==> config.mk <==
export PLATFORM = sky130hd
export DESIGN_NAME = fifo_wr_arbiter_flat
export DESIGN_NICKNAME = d
export VERILOG_FILES = /design/src/rtl/fifo_wr_arbiter_if.sv /design/src/rtl/fifo_wr_arbiter.sv /design/src/flat_wrapper.sv
export SDC_FILE = /design/constraint.sdc
export NUM_CORES = 1
export LEC_CHECK = 0
export ABC_CLOCK_PERIOD_IN_PS = 1800
export CORE_MARGIN = 8
export CORE_UTILIZATION = 33
export CTS_BUF_LIST = sky130_fd_sc_hd__clkbuf_2 sky130_fd_sc_hd__clkbuf_4 sky130_fd_sc_hd__clkbuf_8
export DETAILED_ROUTE_END_ITERATION = 10
export PLACE_DENSITY = 0.79
export SYNTH_ARGS = -nofsm -noshare
export SYNTH_HDL_FRONTEND = slang
export SYNTH_SLANG_ARGS = --single-unit
==> constraint.sdc <==
create_clock -name clk -period 1.8 [get_ports clk]
set_clock_uncertainty 0.15 [all_clocks]
set_input_delay 0.27 -clock clk [delete_from_list [all_inputs] [get_ports clk]]
set_output_delay 0.27 -clock clk [all_outputs]
set_load 0.01 [all_outputs]
==> src/rtl/fifo_wr_arbiter_if.sv <==
// Producer and FIFO-write-side signal bundle for fifo_wr_arbiter.
// The slave modport is the arbiter; the master modport is the surrounding environment.
interface fifo_wr_arbiter_if #(
  parameter int NUM_REQ = 4,
  parameter int DATA_W  = 8
);
  localparam int ID_W = (NUM_REQ > 1) ? $clog2(NUM_REQ) : 1;

  logic [NUM_REQ-1:0]        req_valid;
  logic [NUM_REQ*DATA_W-1:0] req_data;
  logic [NUM_REQ-1:0]        req_ready;
  logic                      fifo_full;
  logic                      fifo_alm_full;
  logic                      fifo_wren;
  logic [DATA_W-1:0]         fifo_wrdata;
  logic                      grant_valid;
  logic [ID_W-1:0]           grant_id;

  modport slave (
    input  req_valid, req_data, fifo_full, fifo_alm_full,
    output req_ready, fifo_wren, fifo_wrdata, grant_valid, grant_id
  );

  modport master (
    output req_valid, req_data, fifo_full, fifo_alm_full,
    input  req_ready, fifo_wren, fifo_wrdata, grant_valid, grant_id
  );
endinterface

==> src/rtl/fifo_wr_arbiter.sv <==
// Round-robin burst arbiter sharing one FIFO write port between NUM_REQ producers.
// Optional FIFO_WR_ARB_ALM_FULL_THROTTLE_EN makes fifo_alm_full block new grants and end bursts early.
module fifo_wr_arbiter #(
  parameter int NUM_REQ   = 4,
  parameter int DATA_W    = 8,
  parameter int BURST_LEN = 4
) (
  input  logic               clk,
  input  logic               rstn,
  fifo_wr_arbiter_if.slave   bus
);
  localparam int ID_W  = (NUM_REQ > 1) ? $clog2(NUM_REQ) : 1;
  localparam int CNT_W = $clog2(BURST_LEN + 1);

  typedef enum logic {IDLE, BURST} state_e;

  state_e             state_q, state_d;
  logic [ID_W-1:0]    grant_id_q, grant_id_d;
  logic [ID_W-1:0]    last_grant_q, last_grant_d;
  logic [CNT_W-1:0]   beat_cnt_q, beat_cnt_d;
  logic [ID_W-1:0]    next_id;
  logic               found;
  logic               grant_ok;
  logic               throttle;
  logic [NUM_REQ-1:0] ready;
  logic               wren;
  logic [DATA_W-1:0]  wrdata;
  logic               release_grant;

  // Search starts one past the previous owner so every requester gets a turn.
  always_comb begin
    found   = 1'b0;
    next_id = '0;
    for (int i = 1; i <= NUM_REQ; i++) begin
      if (!found && bus.req_valid[(int'(last_grant_q) + i) % NUM_REQ]) begin
        found   = 1'b1;
        next_id = ID_W'((int'(last_grant_q) + i) % NUM_REQ);
      end
    end
  end

`ifdef FIFO_WR_ARB_ALM_FULL_THROTTLE_EN
  assign throttle = bus.fifo_alm_full;
`else
  assign throttle = 1'b0;
`endif

  assign grant_ok = found & ~throttle;

  // The owner's handshake drives the FIFO write directly, so an accepted beat costs no latency.
  always_comb begin
    // NOTE: every output of a combinational block gets a default first, otherwise unassigned paths infer latches.
    ready  = '0;
    wren   = 1'b0;
    wrdata = '0;
    if (state_q == BURST) begin
      ready[grant_id_q] = ~bus.fifo_full;
      wren              = bus.req_valid[grant_id_q] & ~bus.fifo_full;
      if (wren) wrdata = bus.req_data[int'(grant_id_q)*DATA_W +: DATA_W];
    end
  end

  assign bus.req_ready   = ready;
  assign bus.fifo_wren   = wren;
  assign bus.fifo_wrdata = wrdata;
  assign bus.grant_valid = (state_q == BURST);
  assign bus.grant_id    = grant_id_q;

  // Dropping valid releases even while stalled on fifo_full, so a stalled idle owner cannot hog the port.
  assign release_grant = ~bus.req_valid[grant_id_q]
                       | (wren & (beat_cnt_q == CNT_W'(BURST_LEN - 1)))
                       | (wren & throttle);

  always_comb begin
    state_d      = state_q;
    grant_id_d   = grant_id_q;
    last_grant_d = last_grant_q;
    beat_cnt_d   = beat_cnt_q;
    case (state_q)
      IDLE: begin
        if (grant_ok) begin
          state_d    = BURST;
          grant_id_d = next_id;
          beat_cnt_d = '0;
        end
      end
      BURST: begin
        if (wren) beat_cnt_d = beat_cnt_q + 1'b1;
        if (release_grant) begin
          state_d      = IDLE;
          last_grant_d = grant_id_q;
          beat_cnt_d   = '0;
        end
      end
      default: state_d = IDLE;
    endcase
  end

  always_ff @(posedge clk or negedge rstn) begin
    if (!rstn) begin
      state_q      <= IDLE;
      grant_id_q   <= '0;
      last_grant_q <= ID_W'(NUM_REQ - 1);
      beat_cnt_q   <= '0;
    end else begin
      // NOTE: sequential state uses non-blocking assignments so all registers update from pre-edge values.
      state_q      <= state_d;
      grant_id_q   <= grant_id_d;
      last_grant_q <= last_grant_d;
      beat_cnt_q   <= beat_cnt_d;
    end
  end
endmodule
==> src/flat_wrapper.sv <==
// flat-port wrapper written by rule: the top's interface ports become plain ports
module fifo_wr_arbiter_flat 
#(
  parameter int NUM_REQ   = 4,
  parameter int DATA_W    = 8,
  parameter int BURST_LEN = 4
)
  (clk, rstn, bus_req_valid, bus_req_data, bus_fifo_full, bus_fifo_alm_full, bus_req_ready, bus_fifo_wren, bus_fifo_wrdata, bus_grant_valid, bus_grant_id);
  fifo_wr_arbiter_if #(.NUM_REQ(NUM_REQ), .DATA_W(DATA_W)) bus_i ();
  input  logic clk;
  input  logic rstn;
  input wire logic [$bits(bus_i.req_valid)-1:0] bus_req_valid;
  input wire logic [$bits(bus_i.req_data)-1:0] bus_req_data;
  input wire logic [$bits(bus_i.fifo_full)-1:0] bus_fifo_full;
  input wire logic [$bits(bus_i.fifo_alm_full)-1:0] bus_fifo_alm_full;
  output wire logic [$bits(bus_i.req_ready)-1:0] bus_req_ready;
  output wire logic [$bits(bus_i.fifo_wren)-1:0] bus_fifo_wren;
  output wire logic [$bits(bus_i.fifo_wrdata)-1:0] bus_fifo_wrdata;
  output wire logic [$bits(bus_i.grant_valid)-1:0] bus_grant_valid;
  output wire logic [$bits(bus_i.grant_id)-1:0] bus_grant_id;
  assign bus_i.req_valid = bus_req_valid;
  assign bus_i.req_data = bus_req_data;
  assign bus_i.fifo_full = bus_fifo_full;
  assign bus_i.fifo_alm_full = bus_fifo_alm_full;
  assign bus_req_ready = bus_i.req_ready;
  assign bus_fifo_wren = bus_i.fifo_wren;
  assign bus_fifo_wrdata = bus_i.fifo_wrdata;
  assign bus_grant_valid = bus_i.grant_valid;
  assign bus_grant_id = bus_i.grant_id;
  fifo_wr_arbiter #(.NUM_REQ(NUM_REQ), .DATA_W(DATA_W), .BURST_LEN(BURST_LEN)) u_core (.clk(clk), .rstn(rstn), .bus(bus_i));
endmodule
==> out/metrics.cfg <==
[route]
detail-route-antenna-nets=0
viasPerCell=5.16
vias=959
wl_per_cell_um=18.3
dr.pass1.iters=4
drtIter0Drc=34
drc_errors=0
wirelength_um=3400

[min_path]
min_path_type=input pin to async pin

[synthesis]
syn_area_um2=822
synth_top_family_by_area=multiplexers
synth.mux.area_fraction_pct=32.3
yosys_warnings=0
synth_compound_area_share_pct=11.3
async_flop_share_pct=100
synth-simple-area-share_pct=22.7
avgSynthCellArea_um2=10.7
synth_edf_count=0
synth_area_leaders=mux4_2, dfrtp_1, and3_1
synth_top_area_share_pct=24.7
synth_cell_types=31
synthAdderAreaFrac_pct=3.04
synth-xor-area-share_pct=0
seq_area_frac_synth_pct=24.7
ys.flop_type=dfrtp_1
synth_top_cell_by_area=mux4_2
syn-num-nets=119
synth_cells=77
ys_ff_latch=8
synth_common_cells=and3_1, mux4_2, dfrtp_1

[global_routing]
antenna_found_initial=0
grt_pass1_wl_um=5460
gr-total-overflow=0
grt_most_used_layer=met2
grt_start_max_net_pins=12
use_met2_pct=30.3
met3_usage_pct=4.07
grt_usage_pct=16.1
grt_use_met1_pct=15.9
grt_pass1_vias=1114

[timing]
relSlewSlack_pct=75.5
maxSlewViolCount=0
period_needed_ps=2140
setup_viol_count_final=16
layout_setup_ws_ps=-337
hold_viol=0
post-route-period-util_pct=119
rsz0062_at_grt=true
fmax_ghz=0.468
tightest_slew_ps=366

[pwr]
swShare_pct=37.0
p_clk_share_pct=8.2
p_int_mw=1.39
power_density_nw_per_um2=1280
p_sw_uw=818
peakVddDrop_v=0.000919
p_total_mw=2.21
combPwrFrac_pct=75.6
leakagePower_nw=0.788
power_frac_seq_pct=16.2

[floorplan]
ioPinCount=56
start_util_pct=34.1
row_count=18
die_h_um=65.9
design.die.area_um2=4340
core_area_um2=2410
die_w_um=65.9

[job]
drv_cap=0

[clock_tree]
hold_buffers=0
cts.htree.levels=1
numCtsBuffers=3
clkTransAtPathRegs_ps=70
cts_root_buffer=clkbuf_4
clock_sinks=8
cts_tree=built
clockBufferDepth=2
insertion_delay_ps=280

[critical_path]
crit_chain=clkdlybuf4s50_1 > mux4_2 > buf_6 > and3_4 > buf_6
cp.arrival_ps=1720
r2r_cells=5
regToRegStartpoint=u_core.bus.grant_id[0]$_DFFE_PN0P_
worstSetupPathType=input pin to output port
crit_path_end_kind=output port
start_kind=input pin
crit_slowest_cell=mux4_2
crit_fanout=5
reg2reg_slack_ps=-170
r2r-end=u_core.last_grant_q[1]$_DFFE_PN1P_
crit_required_ps=1380
path_common_cell=buf_6
slowest_delay_ps=570

[placed_design]
dp_hpwl_um=2390
finalWeightedCongestion=0.800
placed_cells=174
portBuffers=54

[layout]
utilization_pct=71.8
drive_gt1_share_pct=48.1
area_delta_synth_final_pct=110
fill_cells=184
antenna_cells=0
stdcell_count=186
fin_nets=199

[outcome]
violations=setup timing
status=finished with violations

## worst max-delay path by stage
stage                     cells after the start                          startpoint                 end
after floorplan                               4  u_core.bus.grant_id[0]$_DFFE_PN0P_  bus_fifo_wrdata[0]
after global placement                        4                    bus_req_valid[3]  bus_fifo_wrdata[0]
after detailed placement                      4                    bus_req_valid[3]  bus_fifo_wrdata[5]
after CTS                                     5  u_core.bus.grant_id[0]$_DFFE_PN0P_  bus_fifo_wrdata[4]
after global routing                          4  u_core.bus.grant_id[0]$_DFFE_PN0P_  bus_fifo_wrdata[0]
final                                         5                    bus_req_valid[3]  bus_fifo_wrdata[0]
## cell families after synthesis
| kind of cell | count (synthesis) |
|---|---|
| mux | 15 |
| simple gates | 31 |
| flops | 8 |
| buf+inv | 11 |
| compound gates | 10 |
| fa+ha+maj | 2 |
## metal layers
| layer | vias to the layer above | part of all wire [%] |
|---|---|---|
| met5 | - | 0 |
| met4 | 0 | 2.6 |
| met3 | 9 | 8.1 |
| met2 | 39 | 52 |
| met1 | 456 | 37 |
| li1 | 455 | - |
## metrics by stage
stage,setup slack (ps),hold WS (ps),instance area (µm²),TNS (ps)
after floorplan,-93.4,-176,876,-881
after global placement,-557,354,1560,-8270
after detailed placement,-606,376,1560,-9100
after CTS,-363,129,1700,-3770
after global routing,-379,153,1730,-4130
final,-337,117,1730,-3240
## layout make-up
type	count	area (µm²)	share of cell area, %
clock buffers	4	30.0	1.74
flip-flops and latches	8	204	11.8
inverters	5	18.8	1.09
multi-input cells	58	643	37.2
well taps	30	37.5	2.17
repair buffers	81	796	46.0
## flip-flops by register name, indices dropped and copies added, names as in the netlist
name	flops
u_core.bus.grant_id	2
u_core.beat_cnt_q	3
u_core.last_grant_q	2
u_core.bus.grant_valid	1
## placed cells by master, fill, tap and decap left out, types with 2 or more instances in the layout
master / count
buf_6: 19
a21oi_1: 2
and3_4: 8
dlymetal6s2s_1: 3
nand4_1: 2
ha_1: 2
clkdlybuf4s50_1: 37
buf_2: 4
dfstp_2: 2
nand2b_1: 5
inv_1: 4
o21ai_0: 2
and2_1: 2
mux2_4: 2
buf_4: 15
nand2_1: 3
dfrtp_1: 5
mux2i_1: 4
nor2_1: 2
mux4_2: 9
clkbuf_4: 4
## what timing repair did
action,in CTS,in global routing
buffers inserted,9,0
gates cloned,0,1
gates resized for setup,77,8
pin swaps,3,3
setup endpoints to repair,19,23
hold endpoints to repair,0,0
## power groups by stage
stage	registers, mW	logic, mW	clock network (mW)
final	0.358	1.67	0.180
after global routing	0.368	1.78	0.189
after CTS	0.353	1.65	0.184
after detailed placement	0.352	1.35	0
after global placement	0.345	1.32	0
after floorplan	0.353	0.814	0
## worst max-delay path: cells and delay by family
family,cells,cell delay [ps]
mux,1,570
simple gates,1,170
buf+inv,3,700
(Power assumes the default switching activity.)
==> patch 1 (config.mk and constraints unchanged) <==
The option `FIFO_WR_ARB_ALM_FULL_THROTTLE_EN` is turned on by a define.
--- a/src/rtl/fifo_wr_arbiter.sv
+++ b/src/rtl/fifo_wr_arbiter.sv
@@ -1,5 +1,7 @@
 // Round-robin burst arbiter sharing one FIFO write port between NUM_REQ producers.
 // Optional FIFO_WR_ARB_ALM_FULL_THROTTLE_EN makes fifo_alm_full block new grants and end bursts early.
+`define FIFO_WR_ARB_ALM_FULL_THROTTLE_EN
+
 module fifo_wr_arbiter #(
   parameter int NUM_REQ   = 4,
   parameter int DATA_W    = 8,
Check against the original RTL: not equivalent (a bounded check fails within 4 cycles, from zero or initial values and one cycle with rstn low).
==> patch 1 against the original RTL <==
  * Highest routed layer unchanged
  * Sequential share of layout area is 0.21 points higher
  * Register-to-register slack worse by 0.07 ns
  * Sequential power is 1% lower
  * The run still ends with negative setup slack left
  * Synthesized area is 4.0% lower
  * Synthesized cell count is 6.5% lower
  * Largest power group unchanged
  * Design area is 1.7% lower
  * Routed wire length is 8.2% higher
  * Power is 8.0% lower
  * Count of clock-buffer cells in the layout is 1 lower
  * Setup slack better by 0.0078 ns
  * Sequential cell count stayed put
==> patch 1: results (changes against the original RTL) <==
\begin{tabular}{lr}
\hline
Metric & Value \\
\hline
\multicolumn{2}{l}{\textbf{Worst setup path}} \\
Largest fanout on the critical path & 4 (-1) \\
Worst R2R Path Depth & 6 (+1) \\
\multicolumn{2}{l}{\textbf{Cells and area}} \\
Share of final-layout standard cells stronger than drive strength 1 & 0.481 (about the same) \\
Seq/total area & 0.120 (+0.00208) \\
Share of final layout cell area taken by non-clock buffers & 0.487 (+0.0265) \\
Buffer count excluding the clock tree in the final layout & 88 (+8.6\%) \\
Total number of multi-input combinational cells & 55 (-5.2\%) \\
Seq cells & 8 (unchanged) \\
Fill cell instance count of the final layout & 153 (-17\%) \\
\multicolumn{2}{l}{\textbf{Pwr}} \\
Leakage power total & 0.000757 uW (-3.9\%) \\
\multicolumn{2}{l}{\textbf{Place}} \\
Dpl cells & 166 (-4.6\%) \\
Number of port buffers & 55 (+1.9\%) \\
Placement Setup Slack & -0.693 ns (-0.0873 ns) \\
Placed cell areas & 1470 um2 (-5.2\%) \\
\multicolumn{2}{l}{\textbf{Timing}} \\
Final critical-path setup slack & -0.329 ns (+0.00775 ns) \\
Final setup violation count & 15 (-1) \\
Sum of negative setup slack & -3.56 ns (-0.314 ns) \\
Tightest Pin Transition & 0.381 ns (+0.0144 ns) \\
\multicolumn{2}{l}{\textbf{Global routing}} \\
Number of global-route vias before repair & 1088 (-2.3\%) \\
Maximum number of pins on one net before global-route repair & 13 (+1) \\
Met3 Track Usage GR & 0.0378 (-0.00288) \\
\multicolumn{2}{l}{\textbf{Outcome}} \\
Violations in the final reports & negative setup slack \\
Status & finished, violations left \\
\multicolumn{2}{l}{\textbf{Logic synthesis}} \\
Commonest cells in the netlist & sky130\_fd\_sc\_hd\_\_and3\_1, sky130\_fd\_sc\_hd\_\_dfrtp\_1, sky130\_fd\_sc\_hd\_\_mux4\_2, sky130\_fd\_sc\_hd\_\_nor2\_1 \\
Share of the yosys chip area belonging to registers & 0.257 (+0.0102) \\
\multicolumn{2}{l}{\textbf{Route}} \\
Routed vias & 1020 (+6.4\%) \\
\hline
\end{tabular}
-- patch 1: cells by family (layout without fill, tap and decap cells) --
group / after synthesis / after routing / share of synthesized area
and+or+nand+nor: 27 / 27 / 0.198
adders and majority gates: 2 / 2 / 0.0317
DFF: 8 / 8 / 0.257
buffers and inverters: 9 / 95 / 0.0634
muxes: 13 / 13 / 0.331
AOI/OAI and AO/OA: 13 / 13 / 0.119
-- patch 1: power by group --
group	internal, uW	total [uW]	leakage, uW	switching (uW)
Clock	76.2	136	0.0000138	59.7
Sequential	263	354	0.0000969	91.3
Combinational	953	1550	0.000647	593
Total	1290	2040	0.000757	744
-- patch 1: routing by layer --
layer  up-vias  part of all wire  routed length [um]
met2        58              0.53                1940
met3        12             0.067                 246
met5         -                 0                   0
li1        453                 -                   -
met1       497              0.39                1420
met4         0             0.020                  74
-- patch 1: critical path, cell delays in order --
cell,delay [ns]
sky130_fd_sc_hd__clkdlybuf4s50_1,0.45
sky130_fd_sc_hd__mux4_2,0.55
sky130_fd_sc_hd__buf_6,0.16
sky130_fd_sc_hd__and3_4,0.17
sky130_fd_sc_hd__buf_6,0.11
-- patch 1: what timing repair did --
action	in CTS	in global routing
endpoints found under the setup margin	20	20
cloned	1	1
resized for setup	80	10
setup buffers	9	8
pin swaps	4	4
-- patch 1: final timing paths --
| path | to | slack (ns) |
|---|---|---|
| min in group clk | u_core.beat_cnt_q[2] | 0.35 |
| max | bus_fifo_wrdata[4] | -0.33 |
| min | u_core.bus.grant_id[1] | 0.15 |
| max reg2reg | u_core.last_grant_q[0] | -0.24 |
| max in group asynchronous | u_core.last_grant_q[0] | 1.03 |
| min reg2reg | u_core.beat_cnt_q[2] | 0.35 |
==> patch 2 (same flow settings) <==
Without the edit above. Reset style: synchronous (`rstn`), changed in one clocked block.
--- a/src/rtl/fifo_wr_arbiter.sv
+++ b/src/rtl/fifo_wr_arbiter.sv
@@ -96,7 +96,7 @@
     endcase
   end
 
-  always_ff @(posedge clk or negedge rstn) begin
+  always_ff @(posedge clk) begin
     if (!rstn) begin
       state_q      <= IDLE;
       grant_id_q   <= '0;
Formal check against the unedited RTL: not equivalent (Yosys sat finds a counterexample within 4 cycles, from zero or initial values and one cycle with rstn low; the reset may be asserted at any time).
==> patch 2 against the original RTL <==
  * Design area shrank 1.7%
  * Synthesized area fell by 3.2%
  * Largest cell class unchanged
  * Setup slack gained 0.0071 ns
  * Die area decreased by 2.4%
  * Via count grew 15%
  * Routed wire length increased by 31%
  * Sequential cell count stayed put
  * The flow still finishes with violations (negative setup slack)
Power is not compared: it rests on default switching activity, and its combinational part moved more than twofold at a synthesized area within 25%.
==> patch 2: results (changes against the original RTL) <==
\begin{tabular}{lr}
\hline
Metric & Value \\
\hline
\multicolumn{2}{l}{\textbf{Outcome}} \\
Status & finished, violations left \\
Violations in the final reports & negative setup slack \\
\multicolumn{2}{l}{\textbf{Worst setup path}} \\
Setup slack of the most critical reg-to-reg path & -0.19 ns (-0.02 ns) \\
Delay-heaviest family, CP & multiplexers \\
Worst R2R Path Depth & 6 (+1) \\
Delay contributed by the slowest stage of the critical path & 0.52 ns (-0.05 ns) \\
Reg-to-reg critical path endpoint & u\_core.beat\_cnt\_q[2] \\
Launching element of the worst setup path & u\_core.bus.grant\_id[0] \\
\multicolumn{2}{l}{\textbf{Logic synthesis}} \\
Ys async rst share & 0 (-1.00) \\
Primary flip-flop cell chosen by synthesis mapping & sky130\_fd\_sc\_hd\_\_dfxtp\_1 \\
Commonest cells in the netlist & sky130\_fd\_sc\_hd\_\_and3\_1, sky130\_fd\_sc\_hd\_\_dfxtp\_1, sky130\_fd\_sc\_hd\_\_nand2\_1 \\
Syn\_nets & 128 (+7.6\%) \\
Post-synthesis cell type count & 30 (-3.2\%) \\
Share of the yosys chip area belonging to registers & 0.201 (-0.0453) \\
Area contributors post-synth & sky130\_fd\_sc\_hd\_\_dfxtp\_1, sky130\_fd\_sc\_hd\_\_mux4\_2, sky130\_fd\_sc\_hd\_\_mux4\_1, sky130\_fd\_sc\_hd\_\_and3\_1, sky130\_fd\_sc\_hd\_\_nand3\_1 \\
\multicolumn{2}{l}{\textbf{Cells and area}} \\
Count of nets after finishing & 207 (+4.0\%) \\
Share of final-layout standard cells stronger than drive strength 1 & 0.466 (-0.0145) \\
Fill cell instance count of the final layout & 136 (-26\%) \\
\multicolumn{2}{l}{\textbf{Clock tree}} \\
Clock transition at the registers of the reported paths & 0.05 ns (-0.02 ns) \\
Clock Latency Late Sink & 0.25 ns (-0.03 ns) \\
Clk buf depth & 2 (unchanged) \\
\multicolumn{2}{l}{\textbf{Global routing}} \\
Maximum number of pins on one net before global-route repair & 11 (-1) \\
Number of global-route vias before repair & 1085 (-2.6\%) \\
Wire length of the first global-routing pass & 5930 um (+8.5\%) \\
Global Route Usage Sum & 0.181 (+0.0203) \\
\multicolumn{2}{l}{\textbf{Place}} \\
Placed cell areas & 1440 um2 (-7.2\%) \\
Placer's final routability congestion estimate & 0.832 (+4.0\%) \\
HPWL Detailed & 2610 um (+8.9\%) \\
\multicolumn{2}{l}{\textbf{Route}} \\
Detailed-route vias per instance & 5.77 (+12\%) \\
Count of routing violations after the opening detailed-route iteration & 106 (+210\%) \\
Average wire length per cell after detail routing & 23.4 um (+28\%) \\
\multicolumn{2}{l}{\textbf{Hold path}} \\
Worst hold stages & 2 \\
Path class of the lowest-slack min-delay path & flop to flop \\
\multicolumn{2}{l}{\textbf{Timing}} \\
Tightest Pin Transition & 0.348 ns (-0.0185 ns) \\
Final setup violation count & 15 (-1) \\
Final critical-path setup slack & -0.329 ns (+0.00710 ns) \\
\multicolumn{2}{l}{\textbf{Pwr}} \\
Internal Power & 558 uW \\
Leakage power total & 0.000735 uW \\
\hline
\end{tabular}
-- patch 2: cell count changes after synthesis, sizes merged, moves of 3 or more --
cell,before,now
dfrtp,6,0
nand3,1,6
dfxtp,0,8
nand2,4,7
-- patch 2: stage by stage --
stage	util	TNS (ns)	std cells	hold WS [ns]	setup WS [ns]
after CTS	0.715	-2.93	188	0.323	-0.298
after detailed placement	0.640	-8.43	174	0.318	-0.609
final	0.754	-3.28	191	0.329	-0.329
after floorplan	-	0	86	0.291	0.0466
after global routing	0.754	-3.96	191	0.358	-0.376
after global placement	0.640	-7.91	174	0.299	-0.567
-- patch 2: cells by family (layout without fill, tap and decap cells) --
family                     Yosys count  in the layout  share of synthesized area
and+or+nand+nor                     38             38                      0.258
AOI/OAI and AO/OA                   15             15                      0.124
DFF                                  8              8                      0.201
muxes                               12             13                      0.313
buffers and inverters               11             87                     0.0723
adders and majority gates            2              2                     0.0314
-- patch 2: layer usage --
metal  routed length, um  up-vias  global-route usage
met2                2060       73               0.313
met4                  72        0              0.0708
met5                   0        -                   0
met1                1840      532               0.212
met3                 489        6              0.0424
li1                    -      491                   -
-- patch 2: layout make-up --
cell class              instances  area [um2]  share of cell area
repair buffers                 81         762               0.448
flip-flops and latches          8         166              0.0979
multi-input cells              68         702               0.413
inverters                       3        11.3             0.00663
clock buffers                   3        22.5              0.0133
well taps                      28        35.0              0.0206
-- patch 2: what timing repair did --
action | CTS | global route
setup endpoints to repair | 20 | 20
gates resized for setup | 86 | 19
buffers inserted | 13 | 3
pin swaps | 11 | 7
gates cloned | 1 | 1
-- patch 2: power groups by stage --
stage	clock [uW]	sequential, uW	combinational [uW]
4_1_cts	144	210	423
2_1_floorplan	0	208	172
3_3_place_gp	0	216	332
5_1_grt	153	213	499
6_report	136	213	480
3_5_place_dp	0	217	342
